<file path="src/rtl/mem_access_unit.sv">
// MEM-stage load/store sequencer: EX/MEM op -> word-aligned data-cache request -> raw load word held for WB.
// Latency: accept -> rsp_valid is 2 cycles minimum (zero-wait cache), more with gnt/rvalid delays; stores end at gnt.
// Backpressure: req_ready only in IDLE; dc_req held until dc_gnt; rsp_* held until rsp_ready; optional watchdog abort.
// Build option MEM_MISALIGN_TRAP_EN: adds misalign_err/misalign_addr and traps misaligned ops instead of issuing them.
module mem_access_unit #(
  parameter int TIMEOUT_CYCLES = 255,
  parameter int CNT_W          = 8
) (
  input  logic        clk,
  input  logic        rst_n,
  input  logic        req_valid,
  output logic        req_ready,
  input  logic [31:0] req_addr,
  input  logic [2:0]  req_load_type,
  input  logic [1:0]  req_store_type,
  input  logic [31:0] req_wdata,
  input  logic [4:0]  req_rd,
  output logic        dc_req,
  output logic [31:0] dc_addr,
  output logic [3:0]  dc_we,
  output logic [31:0] dc_wdata,
  input  logic        dc_gnt,
  input  logic        dc_rvalid,
  input  logic [31:0] dc_rdata,
  output logic        rsp_valid,
  input  logic        rsp_ready,
  output logic [31:0] rsp_data,
  output logic [1:0]  rsp_addr,
  output logic [2:0]  rsp_load_type,
  output logic [4:0]  rsp_rd,
  output logic        busy,
  output logic        timeout_err
`ifdef MEM_MISALIGN_TRAP_EN
  ,
  output logic        misalign_err,
  output logic [31:0] misalign_addr
`endif
);

  // Load-type encodings shared with the WB load extender
  localparam logic [2:0] LT_NOREGWRITE = 3'd0;
  localparam logic [2:0] LT_LB         = 3'd1;
  localparam logic [2:0] LT_LH         = 3'd2;
  localparam logic [2:0] LT_LW         = 3'd3;
  localparam logic [2:0] LT_LBU        = 3'd4;
  localparam logic [2:0] LT_LHU        = 3'd5;

  localparam logic [1:0] ST_NONE = 2'b00;
  localparam logic [1:0] ST_SB   = 2'b01;
  localparam logic [1:0] ST_SH   = 2'b10;
  localparam logic [1:0] ST_SW   = 2'b11;

  // Counter value seen in the last permitted REQ/WAIT cycle
  localparam int TO_LAST = (TIMEOUT_CYCLES > 0) ? TIMEOUT_CYCLES - 1 : 0;

  typedef enum logic [1:0] {S_IDLE, S_REQ, S_WAIT, S_RESP} state_t;

  state_t      state_q;
  logic        req_ready_q, busy_q, dc_req_q, rsp_valid_q, timeout_err_q;
  logic [31:0] addr_q, wdata_q, rdata_q;
  logic [3:0]  we_q;
  logic [2:0]  ltype_q;
  logic [4:0]  rd_q;
  logic        is_load_q;
  logic [CNT_W-1:0] cnt_q;
`ifdef MEM_MISALIGN_TRAP_EN
  logic        misalign_err_q;
  logic [31:0] misalign_addr_q;
  logic        in_mis;
`endif

  logic        in_load, in_store, in_ld_mis, in_st_mis, in_go;
  logic [3:0]  in_we;
  logic [31:0] in_wdata;
  logic        wd_hit;

  // Classify the offered op, detect misalignment and build lane-aligned store data/enables
  always_comb begin
    in_load  = (req_load_type != LT_NOREGWRITE);
    in_store = !in_load && (req_store_type != ST_NONE);

    in_ld_mis = 1'b0;
    case (req_load_type)
      LT_LH, LT_LHU: in_ld_mis = req_addr[0];
      LT_LW:         in_ld_mis = |req_addr[1:0];
      default:       in_ld_mis = 1'b0;
    endcase

    in_st_mis = 1'b0;
    in_we     = 4'b0000;
    in_wdata  = req_wdata;
    case (req_store_type)
      ST_SB: begin
        in_we    = 4'b0001 << req_addr[1:0];
        in_wdata = {4{req_wdata[7:0]}};
      end
      ST_SH: begin
        in_we     = 4'b0011 << {req_addr[1], 1'b0};
        in_wdata  = {2{req_wdata[15:0]}};
        in_st_mis = req_addr[0];
      end
      ST_SW: begin
        in_we     = 4'b1111;
        in_st_mis = |req_addr[1:0];
      end
      default: in_we = 4'b0000;
    endcase
    // Loads take priority over any store type carried alongside and never write
    if (in_load) in_we = 4'b0000;

`ifdef MEM_MISALIGN_TRAP_EN
    in_mis = in_load ? in_ld_mis : (in_store & in_st_mis);
    in_go  = (in_load | in_store) & ~in_mis;
`else
    // Misaligned loads still go out; the WB extender sees the original offset
    in_go  = in_load | (in_store & ~in_st_mis);
`endif
  end

  assign wd_hit = (TIMEOUT_CYCLES != 0) && (cnt_q == CNT_W'(TO_LAST));

  // Sequencer FSM with all outputs registered alongside the state
  always_ff @(posedge clk or negedge rst_n) begin
    if (!rst_n) begin
      state_q       <= S_IDLE;
      req_ready_q   <= 1'b1;
      busy_q        <= 1'b0;
      dc_req_q      <= 1'b0;
      rsp_valid_q   <= 1'b0;
      timeout_err_q <= 1'b0;
      addr_q        <= '0;
      wdata_q       <= '0;
      rdata_q       <= '0;
      we_q          <= '0;
      ltype_q       <= '0;
      rd_q          <= '0;
      is_load_q     <= 1'b0;
      cnt_q         <= '0;
`ifdef MEM_MISALIGN_TRAP_EN
      misalign_err_q  <= 1'b0;
      misalign_addr_q <= '0;
`endif
    end else begin
      timeout_err_q <= 1'b0;
`ifdef MEM_MISALIGN_TRAP_EN
      misalign_err_q <= 1'b0;
`endif
      case (state_q)
        S_IDLE: begin
          if (req_valid && req_ready_q) begin
            addr_q    <= req_addr;
            wdata_q   <= in_wdata;
            we_q      <= in_we;
            ltype_q   <= req_load_type;
            rd_q      <= req_rd;
            is_load_q <= in_load;
            if (in_go) begin
              state_q     <= S_REQ;
              req_ready_q <= 1'b0;
              busy_q      <= 1'b1;
              dc_req_q    <= 1'b1;
              cnt_q       <= '0;
            end
`ifdef MEM_MISALIGN_TRAP_EN
            if (in_mis) begin
              misalign_err_q  <= 1'b1;
              misalign_addr_q <= req_addr;
            end
`endif
          end
        end
        S_REQ: begin
          cnt_q <= cnt_q + CNT_W'(1);
          if (dc_gnt) begin
            dc_req_q <= 1'b0;
            if (!is_load_q) begin
              state_q     <= S_IDLE;
              busy_q      <= 1'b0;
              req_ready_q <= 1'b1;
            end else if (dc_rvalid) begin
              rdata_q     <= dc_rdata;
              state_q     <= S_RESP;
              rsp_valid_q <= 1'b1;
            end else if (wd_hit) begin
              rdata_q       <= '0;
              timeout_err_q <= 1'b1;
              state_q       <= S_RESP;
              rsp_valid_q   <= 1'b1;
            end else begin
              state_q <= S_WAIT;
            end
          end else if (wd_hit) begin
            dc_req_q      <= 1'b0;
            timeout_err_q <= 1'b1;
            if (is_load_q) begin
              rdata_q     <= '0;
              state_q     <= S_RESP;
              rsp_valid_q <= 1'b1;
            end else begin
              state_q     <= S_IDLE;
              busy_q      <= 1'b0;
              req_ready_q <= 1'b1;
            end
          end
        end
        S_WAIT: begin
          cnt_q <= cnt_q + CNT_W'(1);
          if (dc_rvalid) begin
            rdata_q     <= dc_rdata;
            state_q     <= S_RESP;
            rsp_valid_q <= 1'b1;
          end else if (wd_hit) begin
            rdata_q       <= '0;
            timeout_err_q <= 1'b1;
            state_q       <= S_RESP;
            rsp_valid_q   <= 1'b1;
          end
        end
        S_RESP: begin
          if (rsp_ready) begin
            state_q     <= S_IDLE;
            rsp_valid_q <= 1'b0;
            busy_q      <= 1'b0;
            req_ready_q <= 1'b1;
          end
        end
        default: begin
          state_q     <= S_IDLE;
          req_ready_q <= 1'b1;
          busy_q      <= 1'b0;
          dc_req_q    <= 1'b0;
          rsp_valid_q <= 1'b0;
        end
      endcase
    end
  end

  assign req_ready     = req_ready_q;
  assign busy          = busy_q;
  assign dc_req        = dc_req_q;
  assign dc_addr       = {addr_q[31:2], 2'b00};
  assign dc_we         = we_q;
  assign dc_wdata      = wdata_q;
  assign rsp_valid     = rsp_valid_q;
  assign rsp_data      = rdata_q;
  assign rsp_addr      = addr_q[1:0];
  assign rsp_load_type = ltype_q;
  assign rsp_rd        = rd_q;
  assign timeout_err   = timeout_err_q;
`ifdef MEM_MISALIGN_TRAP_EN
  assign misalign_err  = misalign_err_q;
  assign misalign_addr = misalign_addr_q;
`endif

endmodule

</file>
<file path="config.mk">
export PLATFORM = sky130hd
export DESIGN_NAME = mem_access_unit
export DESIGN_NICKNAME = d
export VERILOG_FILES = /design/src/rtl/mem_access_unit.sv
export SDC_FILE = /design/constraint.sdc
export NUM_CORES = 1
export LEC_CHECK = 0
export BUFFER_PORTS_ARGS = -buffer_cell sky130_fd_sc_hd__buf_4
export CORE_MARGIN = 2
export CORE_UTILIZATION = 52
export CTS_CLUSTER_SIZE = 14
export DETAILED_ROUTE_END_ITERATION = 8
export PLACE_DENSITY = 0.86
export SYNTH_ARGS = -nofsm -noshare
export SYNTH_HDL_FRONTEND = slang
export SYNTH_SLANG_ARGS = --single-unit
</file>
<file path="constraint.sdc">
create_clock -name clk -period 3.15 [get_ports clk]
set_clock_uncertainty 0.2 [all_clocks]
set_input_delay 0.4725 -clock clk [delete_from_list [all_inputs] [get_ports clk]]
set_output_delay 0.4725 -clock clk [all_outputs]
set_load 0.01 [all_outputs]
</file>
# Yosys cells after proc, flatten, opt, wreduce, memory -nomap -nowiden
# Cells that the tools add are included.
# classes
addsub	1
multipliers	0
n_div	0
order_cmp	0
n_eq_ne	13
shift	2
muxes	55
bitwise	3
reduce_logical	20
# ops
cell	count
$mux 32	6
$pmux 32 s2	2
$mux 1	26
$mux 2	9
$mux 8	2
$pmux 8 s2	1
$pmux 4 s3	1
$reduce_and 5->1	2
$pmux 1 s3	3
$reduce_bool 3->1	3
$add 8x1->8 const B	1
$eq 2x2->1 const B	4
$eq 8x8->1 const B	1
$ne 2x2->1 const B	4
$pmux 2 s4	1
$reduce_and 4->1	2
$reduce_bool 2->1	4
$ne 3x3->1 const B	2
$pmux 1 s2	3
$reduce_and 3->1	2
$eq 2x1->1 const B	2
$mux 4	1
$reduce_or 2->1	2
$shl 1x2->4 const A	1
8 further kinds	9
# word_totals
register_bits	124
latchBits	0
ramBits	0
mem_bits_ro	0
in_bits	112
memories	0

# Logic depth before layout (Yosys ltp)
# Gate-level depths: netlist (run 1).
# logic_depth
word_depth	8
ltp_mapped	8
ltp_nobuf	7

# Worst setup path after synthesis (run 1)
# OpenSTA, ideal clock, no wires.
# synth_path
path_type	input port to flip-flop
startpoint	input port req_store_type[0]
endpoint	register state_q[0]
setup_time_ns	0.126
t_arrival_ns	1.937
t_required_ns	2.824
slack_ns	0.887
stages	6
path_cell_list	ha_1 a21oi_2 o2111a_2 nor2_2 or4_4 o32a_1
# synth_between
elab_chain_len	7
elab_cells_between_ends	10
# synth_rtl
element	line	rtl
from (decl)	15	input logic [1:0] req_store_type,
$eq 2x2->1	92	case (req_store_type)
$pmux 1 s2	92	
$not 1->1	116	in_go = in_load | (in_store & ~in_st_mis);
$and 1x1->1 *	116	
$or 1x1->1 *	116	
$ne 2x2->1 (no source line) *	n/a	
$reduce_and 5->1 (no source line) *	n/a	
to (signal assigned)	125	state_q <= S_IDLE;
to (signal assigned)	158	state_q <= S_REQ;
to (signal assigned)	177	state_q <= S_IDLE;
to (decl)	58	state_t state_q;
# Mark *: on every way between the ends. The rest lies on a longest branch, timed or not.
# A chain may end at the register's enable or synchronous reset.

# Final worst setup path (run 1)
# layout_path
startpoint	input port req_load_type[1]
endpoint	register cnt_q[6]
# layout_between
elab_chain_len	7
# layout_rtl
element	line	rtl
from (decl)	14	input logic [2:0] req_load_type,
$reduce_bool 3->1 *	79	in_load = (req_load_type != LT_NOREGWRITE);
$logic_not 1->1	80	in_store = !in_load && (req_store_type != ST_NONE);
$logic_and 1x1->1	80	
$and 1x1->1	116	
$or 1x1->1 *	116	
$ne 2x2->1 (no source line) *	n/a	
$reduce_and 3->1 (no source line) *	n/a	
to (signal assigned)	173	cnt_q <= cnt_q + CNT_W'(1);
to (signal assigned)	207	cnt_q <= cnt_q + CNT_W'(1);
to (decl)	65	logic [CNT_W-1:0] cnt_q;
# Marks and branches as above.

==> results.md, run 1 <==
* Number of diodes at 0
* Reg power frac at 34.9%
* Global Route met2 Usage at just under 60%
* Sink Count at 124
* Total CTS buffers at 17
* Clk slew on worst S/H paths at about 60 ps
* Setup slack, reg-to-reg at 860 ps
* Gate power share at 41.9%
* Synth Instances at 559
* Switching power at 3.06 mW
* RSZ-0062 raised after global routing: false
* Synth Flop Type: dfrtp_1
* Gr busiest metal: met2
* Routed WL at between 15 and 20 mm
* Drt initial violations at 360
* Final ANT Viol Nets at 0
* Req. time, crit path at 3290 ps
* I/O Buffers at approximately 220
* Hpwl dp at 11.0 mm
* Ys Warns at 0
* Pint at 5.15 mW
* Die ar. at between 10000 and 15000 sq um
* Max Root-Sink Buffers at 2
* DIE WIDTH at 106 um
* Worst setup margin at 802 ps
* Gr usage total at 33.7%
* Worst Path Max Fanout at 6
* Post-synthesis instance area at 5390 sq um
* Leakage power at about 4.4 nW
* Pin slew with the least headroom to its limit at 761 ps
* Fin. max-slew vios at 0
* Initial Util at 52.9%
* Top cells by area, synth: dfrtp_1 (57%), nand2_1 (12%), a22o_1 (6.7%)
* Final non-filler cell total at 1007
* First-pass GRT wire length at 28.9 mm
* Wire length per cell at around 18 um
* Crit path DAT at 2490 ps
* Area grow syn2layout at 59.2%
* CTS tree: built
* Sequential share of the synthesized area at 57.6%
* FF+latch count, synth at 124
* Via count at 5523
* Io pins at 227
* DRT Pass-1 Iters at 5
* Site row count at 37
* Max Freq at 426 MHz
* Final hold slack at 8.62 ps
* Post-synth ARST share at 100%
* Synth top cells by count: nand2_1 (169), dfrtp_1 (123), nor2_1 (44)
* DR vias/cell at between 5 and 6
* Worst-Skew Late Latency at 510 ps
* Max-cap violations at 0
* CORE AREA at between 10000 and 15000 sq um
* PD cells at 956 nW/um^2
* Min Clock Period, post-route at 2350 ps
* Fin Setup TNS at 0 ps
* Hold Vio Cnt, Final at 0
* Placement Setup Slack at 467 ps
* Critical Path Start Type: primary input
* GRT met1 Usage at 37.4%
* Relative slew slack at between 40% and 50%
* Share of cells above drive strength 1 at 31.9%
* H-tree depth at 4
* Vias in the first global route at 5742
* Post-cts sizing count at 0
* Residual DRC at 0
* Clk root buf: clkbuf_8
* Global Route met3 Usage at roughly 8.9%
* Die height at 106 um
* Gp weighted congestion at 0.797
* Status: finished, final reports clean
* Setup Viol. Count Final at 0
* Fillcell total at ~540
* Initial antenna violation count at 0
* Hold/Removal Path Class: in -> reg
* EDFF count, synth at 0
* Largest net degree at the start of global routing at 75
* GRT overflow at 0
* WS Path Type: in -> reg
* Fin nets at 982
* Dpl cells at 896
* Count of cell types in the netlist at 48
* Switching Fraction at 37.2%
* Syn_area_per_cell at a little under 10 sq um
* Yosys top cell by area: dfrtp_1
* Peak supply drop at 520 uV
* Top cell type's share of synthesized area at between 50% and 60%
* Clock share of power at a little under a quarter
* Final period util at 74.5%
* Most common cell in the netlist: nand2_1
* Setup crit end kind: flip-flop
power groups by stage:
stage                     combinational (mW)  sequential (mW)  clock, mW
after floorplan                         1.38             3.06          0
after global placement                  3.14             2.77          0
after detailed placement                3.25             2.82          0
after CTS                               3.36             2.80       1.91
after global routing                    3.70             2.93       2.00
final                                   3.44             2.86       1.91
per-layer routing:
layer,vias up,share of wire (%)
met1,2653,35
met3,73,7.7
met5,-,0
met2,314,53
li1,2483,-
met4,0,4.5
state kept, by name, summed over array words and instances, names as in the netlist, 3 cells and up, named ones only:
signal and count:
addr_q 32, dc_we 4, dc_wdata 32, rsp_load_type 3, rsp_data 32, cnt_q 8, rsp_rd 5
final timing paths:
kind                                   from           end  cells after the start
hold reg to reg                  addr_q[15]    addr_q[15]                      2
setup reg to reg                  flip-flop   rsp_data[1]                      7
min in group asynchronous             rst_n        dc_req                      2
hold / removal                req_wdata[25]  dc_wdata[25]                      3
max in group asynchronous             rst_n     req_ready                      3
setup / recovery           req_load_type[1]      cnt_q[6]                      6
repair_timing:
item | in CTS | in global routing
hold buffers | 80 | 0
buffers inserted | 0 | 0
hold endpoints to repair | 129 | 0
endpoints found under the setup margin | 0 | 0
layout by cell type, fill, tap and decap left out, drive strengths merged, types with 2 or more instances in the layout:
| cell | count |
|---|---|
| nor2b | 4 |
| ha | 11 |
| a221oi | 8 |
| dlygate4sd3 | 80 |
| buf | 231 |
| or3 | 4 |
| nand3 | 8 |
| clkinvlp | 2 |
| nand2 | 169 |
| clkbuf | 19 |
| a21oi | 33 |
| a22o | 41 |
| o21ai | 17 |
| nand4 | 2 |
| bufinv | 2 |
| o31ai | 4 |
| nor3 | 5 |
| nor2 | 46 |
| or2 | 2 |
| clkinv | 5 |
| o22ai | 3 |
| mux2i | 2 |
| or4 | 2 |
| dfrtp | 123 |
| o2bb2ai | 2 |
| conb | 2 |
| inv | 16 |
| nand2b | 14 |
critical path, cell delays in order:
cell           delay (ps)
dlygate4sd3_1         540
buf_4                 140
nor3_1                430
o21ai_2               100
o21ai_0               540
o311ai_0              260
cells by family after synthesis:
group	after synthesis	share of synthesized area, %
other	1	0.0696
AOI/OAI and AO/OA	116	15.3
and+or+nand+nor	260	20.4
adders and majority gates	11	2.55
muxes	3	0.580
DFF	124	57.6
buffers and inverters	44	3.48
metrics by stage:
| stage | cell area (sq um) | utilization [%] | total power [mW] |
|---|---|---|---|
| 2_1_floorplan | 5400 | - | 4.44 |
| 6_report | 8580 | 84.3 | 8.21 |
| 5_1_grt | 8580 | 84.3 | 8.64 |
| 3_3_place_gp | 7200 | 70.7 | 5.91 |
| 3_5_place_dp | 7200 | 70.7 | 6.07 |
| 4_1_cts | 8580 | 84.3 | 8.07 |
layout make-up:
cell class / count / area, sq um / share of cell area [%]
flip-flops and latches: 124 / 3100 / 36.2
repair buffers: 311 / 2560 / 29.8
multi-input cells: 392 / 2120 / 24.7
clock buffers: 19 / 442 / 5.15
well taps: 136 / 170 / 1.98
clock inverters: 12 / 138 / 1.60
inverters: 13 / 48.8 / 0.568
No activity file was read; power rests on OpenSTA's default activity.
==> run 2: changes to the inputs <==
ABC_AREA = 1   (was default)
CORE_UTILIZATION = 45   (was 52)
PLACE_DENSITY = 0.77   (was 0.86)
clock period = 2 ns   (was 3.15 ns; I/O delays follow)
==> run 2 against run 1 <==
  * Largest cell class unchanged
  * Die area up 26%
  * Core utilization down 9.3 points
  * Total power up 68%
  * Highest routed layer unchanged
==> results.md, run 2 <==
* Status: finished, final reports clean
* RSZ-0062 raised after global routing: true
* Fillcell total at slightly below 900
* Final period util at between 90 and 100%
* Fin. max-slew vios at 0
* Gr usage total at 26.3%
* Post-synth ARST share at 100%
* Number of diodes at 0
* Fin Setup TNS at 0 ps
* Crit path DAT at 2040 ps
* CP Cell Sequence: inv_1 -> ha_2 -> inv_1 -> buf_4 -> o211ai_4 -> buf_12 -> nor2_4 -> buf_12 -> nand2_1 -> nand2_1
* Max-cap violations at 0
* Total CTS buffers at 17
* Relative slew slack at a little under three fifths
* Worst-Skew Late Latency at 410 ps
* Hold/Removal Path Class: in -> reg
* Count of cell types in the netlist at 33
* Req. time, crit path at about 2100 ps
* First-pass GRT wire length at 29.8 mm
* Pint at 8.89 mW
* Wire length per cell at 15.0 um
* Largest stage delay, worst path at about 370 ps
* Drt initial violations at between 400 and 500
* Hold Vio Cnt, Final at 0
* Routed WL at between 15 and 20 mm
* I/O Buffers at 224
* CP max stage cell: dfrtp_1
* Reg power frac at 32.0%
* Syn_area_per_cell at 7.97 sq um
* Critical Path Start Type: flip-flop
* Die ar. at 14100 sq um
* Finished Cell Area at about 9500 sq um
* WS Path Type: reg -> reg
* Share of cells above drive strength 1 at 27.9%
* EDFF count, synth at 0
* Top cell type's share of synthesized area at 52.0%
* Peak supply drop at 660 uV
* Area post-placement at 7890 sq um
* Dpl cells at between 1000 and 1500
* Vias in the first global route at 6153
* Setup crit end kind: flip-flop
* Min Clock Period, post-route at 1940 ps
* CP bufs+invs at 5
* Most frequent cells in the layout: nand2_1 (345), buf_4 (241), dfrtp_1 (123)
* Switching Fraction at 35.6%
* DIE WIDTH at 119 um
* Post-synthesis instance area at just under 6000 sq um
* Area of the multi-input gates at about 2500 sq um
* Clk root buf: clkbuf_16
* Hpwl dp at between 10 and 15 mm
* Leakage power at 5.09 nW
* Initial antenna violation count at 0
* Worst Path Max Fanout at 16
* Most common cell in the netlist: nand2_1
* GRT overflow at 0
* Setup Viol. Count Final at 0
* Io pins at 227
* Initial Util at a little under half
* Commonest non-fill, non-tap cell in the layout: nand2_1
* Top cells by area, synth: dfrtp_1 (52%), nand2_1 (22%), nand3_1 (3.9%)
* Site row count at 41
* Max Freq at 515 MHz
* Top delay family on crit path: buffers and inverters
* Clk slew on worst S/H paths at 50 ps
* Hold wc startpoint: req_wdata[30]
* Via count at 6290
* Synth Instances at ~740
* DR vias/cell at between 5 and 6
* Sequential share of the synthesized area at between 50% and 60%
* Residual DRC at 0
* Clock share of power at a little over a quarter
* Gate power share at 42.0%
* Pin slew with the least headroom to its limit at 634 ps
* Yosys top cell by area: dfrtp_1
* CTS tree: built
* DRT Pass-1 Iters at 5
* FF+latch count, synth at 124
* Setup slack, reg-to-reg at 60 ps
* Final ANT Viol Nets at 0
* Sink Count at 124
* Fin nets at around 1200
* Synth top cells by count: nand2_1 (346), dfrtp_1 (123), nand3_1 (46)
* Largest net degree at the start of global routing at 54
* Synth Flop Type: dfrtp_1
* Gp weighted congestion at 0.857
* Final hold slack at 10.6 ps
* Area grow syn2layout at 61.1%
* Final non-filler cell total at 1246
* CORE AREA at around 13000 sq um
* H-tree depth at 4
* Die height at 119 um
* Ys Warns at 0
* Max Root-Sink Buffers at 2
* Sequential cell area at 3100 sq um
* Switching power at 4.91 mW
* PD cells at approximately 1400 nW/um^2
## run 2: cell types whose count changed in the layout (fill, tap and decap cells not counted), moves of 16 or more
cell / before / now
nor2_1: 44 / 9
o21ai_0: 16 / 44
a22o_1: 41 / 0
nand2_1: 169 / 345
a2bb2oi_1: 0 / 16
nand3_1: 6 / 45
inv_1: 13 / 37
## run 2: kinds of logic (layout without fill, tap and decap cells)
group | count (synthesis) | count (layout) | share of synthesized area, %
xor+xnor | 2 | 2 | 0.296
fa+ha+maj | 11 | 11 | 2.32
flops | 124 | 124 | 52.4
simple gates | 426 | 428 | 29.1
compound gates | 101 | 101 | 10.2
other cells | 1 | 2 | 0.0633
buf+inv | 78 | 406 | 5.62
## run 2: metrics by stage
stage / utilization [%] / worst slack (ps) / total power, mW
after floorplan: - / 128 / 7.11
after global placement: 62.0 / 43.6 / 9.60
after detailed placement: 62.0 / -34.4 / 9.72
after CTS: 74.2 / 14.5 / 13.5
after global routing: 75.0 / -63.1 / 14.6
final: 75.0 / 57.3 / 13.8
## run 2: final timing paths
kind                           endpoint  cells past startpoint
min in group asynchronous    addr_q[22]                      2
min                        dc_wdata[30]                      3
max                        rsp_data[14]                     10
max reg2reg                rsp_data[14]                     10
max in group asynchronous     req_ready                      3
min reg2reg                   addr_q[8]                      2
## run 2: power by group through the flow
| stage | Sequential (mW) | Clock [mW] | Combinational (mW) |
|---|---|---|---|
| after floorplan | 4.79 | 0 | 2.33 |
| after global placement | 4.38 | 0 | 5.21 |
| after detailed placement | 4.39 | 0 | 5.33 |
| after CTS | 4.39 | 3.61 | 5.49 |
| after global routing | 4.57 | 3.73 | 6.34 |
| final | 4.41 | 3.59 | 5.79 |
## run 2: repair_timing
item	in CTS	in global routing
endpoints found under the setup margin	22	45
setup buffers	0	2
gates resized for setup	2	11
pin swaps	0	4
hold buffers	85	0
hold endpoints to repair	114	0
cloned	0	2
## run 2: layer usage
layer | share of wire (%) | track usage (%)
met1 | 41 | 32.5
met2 | 49 | 42.7
met3 | 5.8 | 5.79
met4 | 4.0 | 14.1
met5 | 0 | 0
## run 2: final cells by class
type | count | share of cell area (%)
sequential | 124 | 32.6
clock buffer | 21 | 5.04
tap | 172 | 2.26
multi-input combinational | 544 | 26.7
timing repair buffer | 335 | 29.7
inverter | 39 | 1.54
clock inverter | 11 | 2.22
## run 2: tightest hold or removal path, stage by stage
cell	delay, ps
buf_4	80
a21oi_1	50
a2bb2oi_1	150
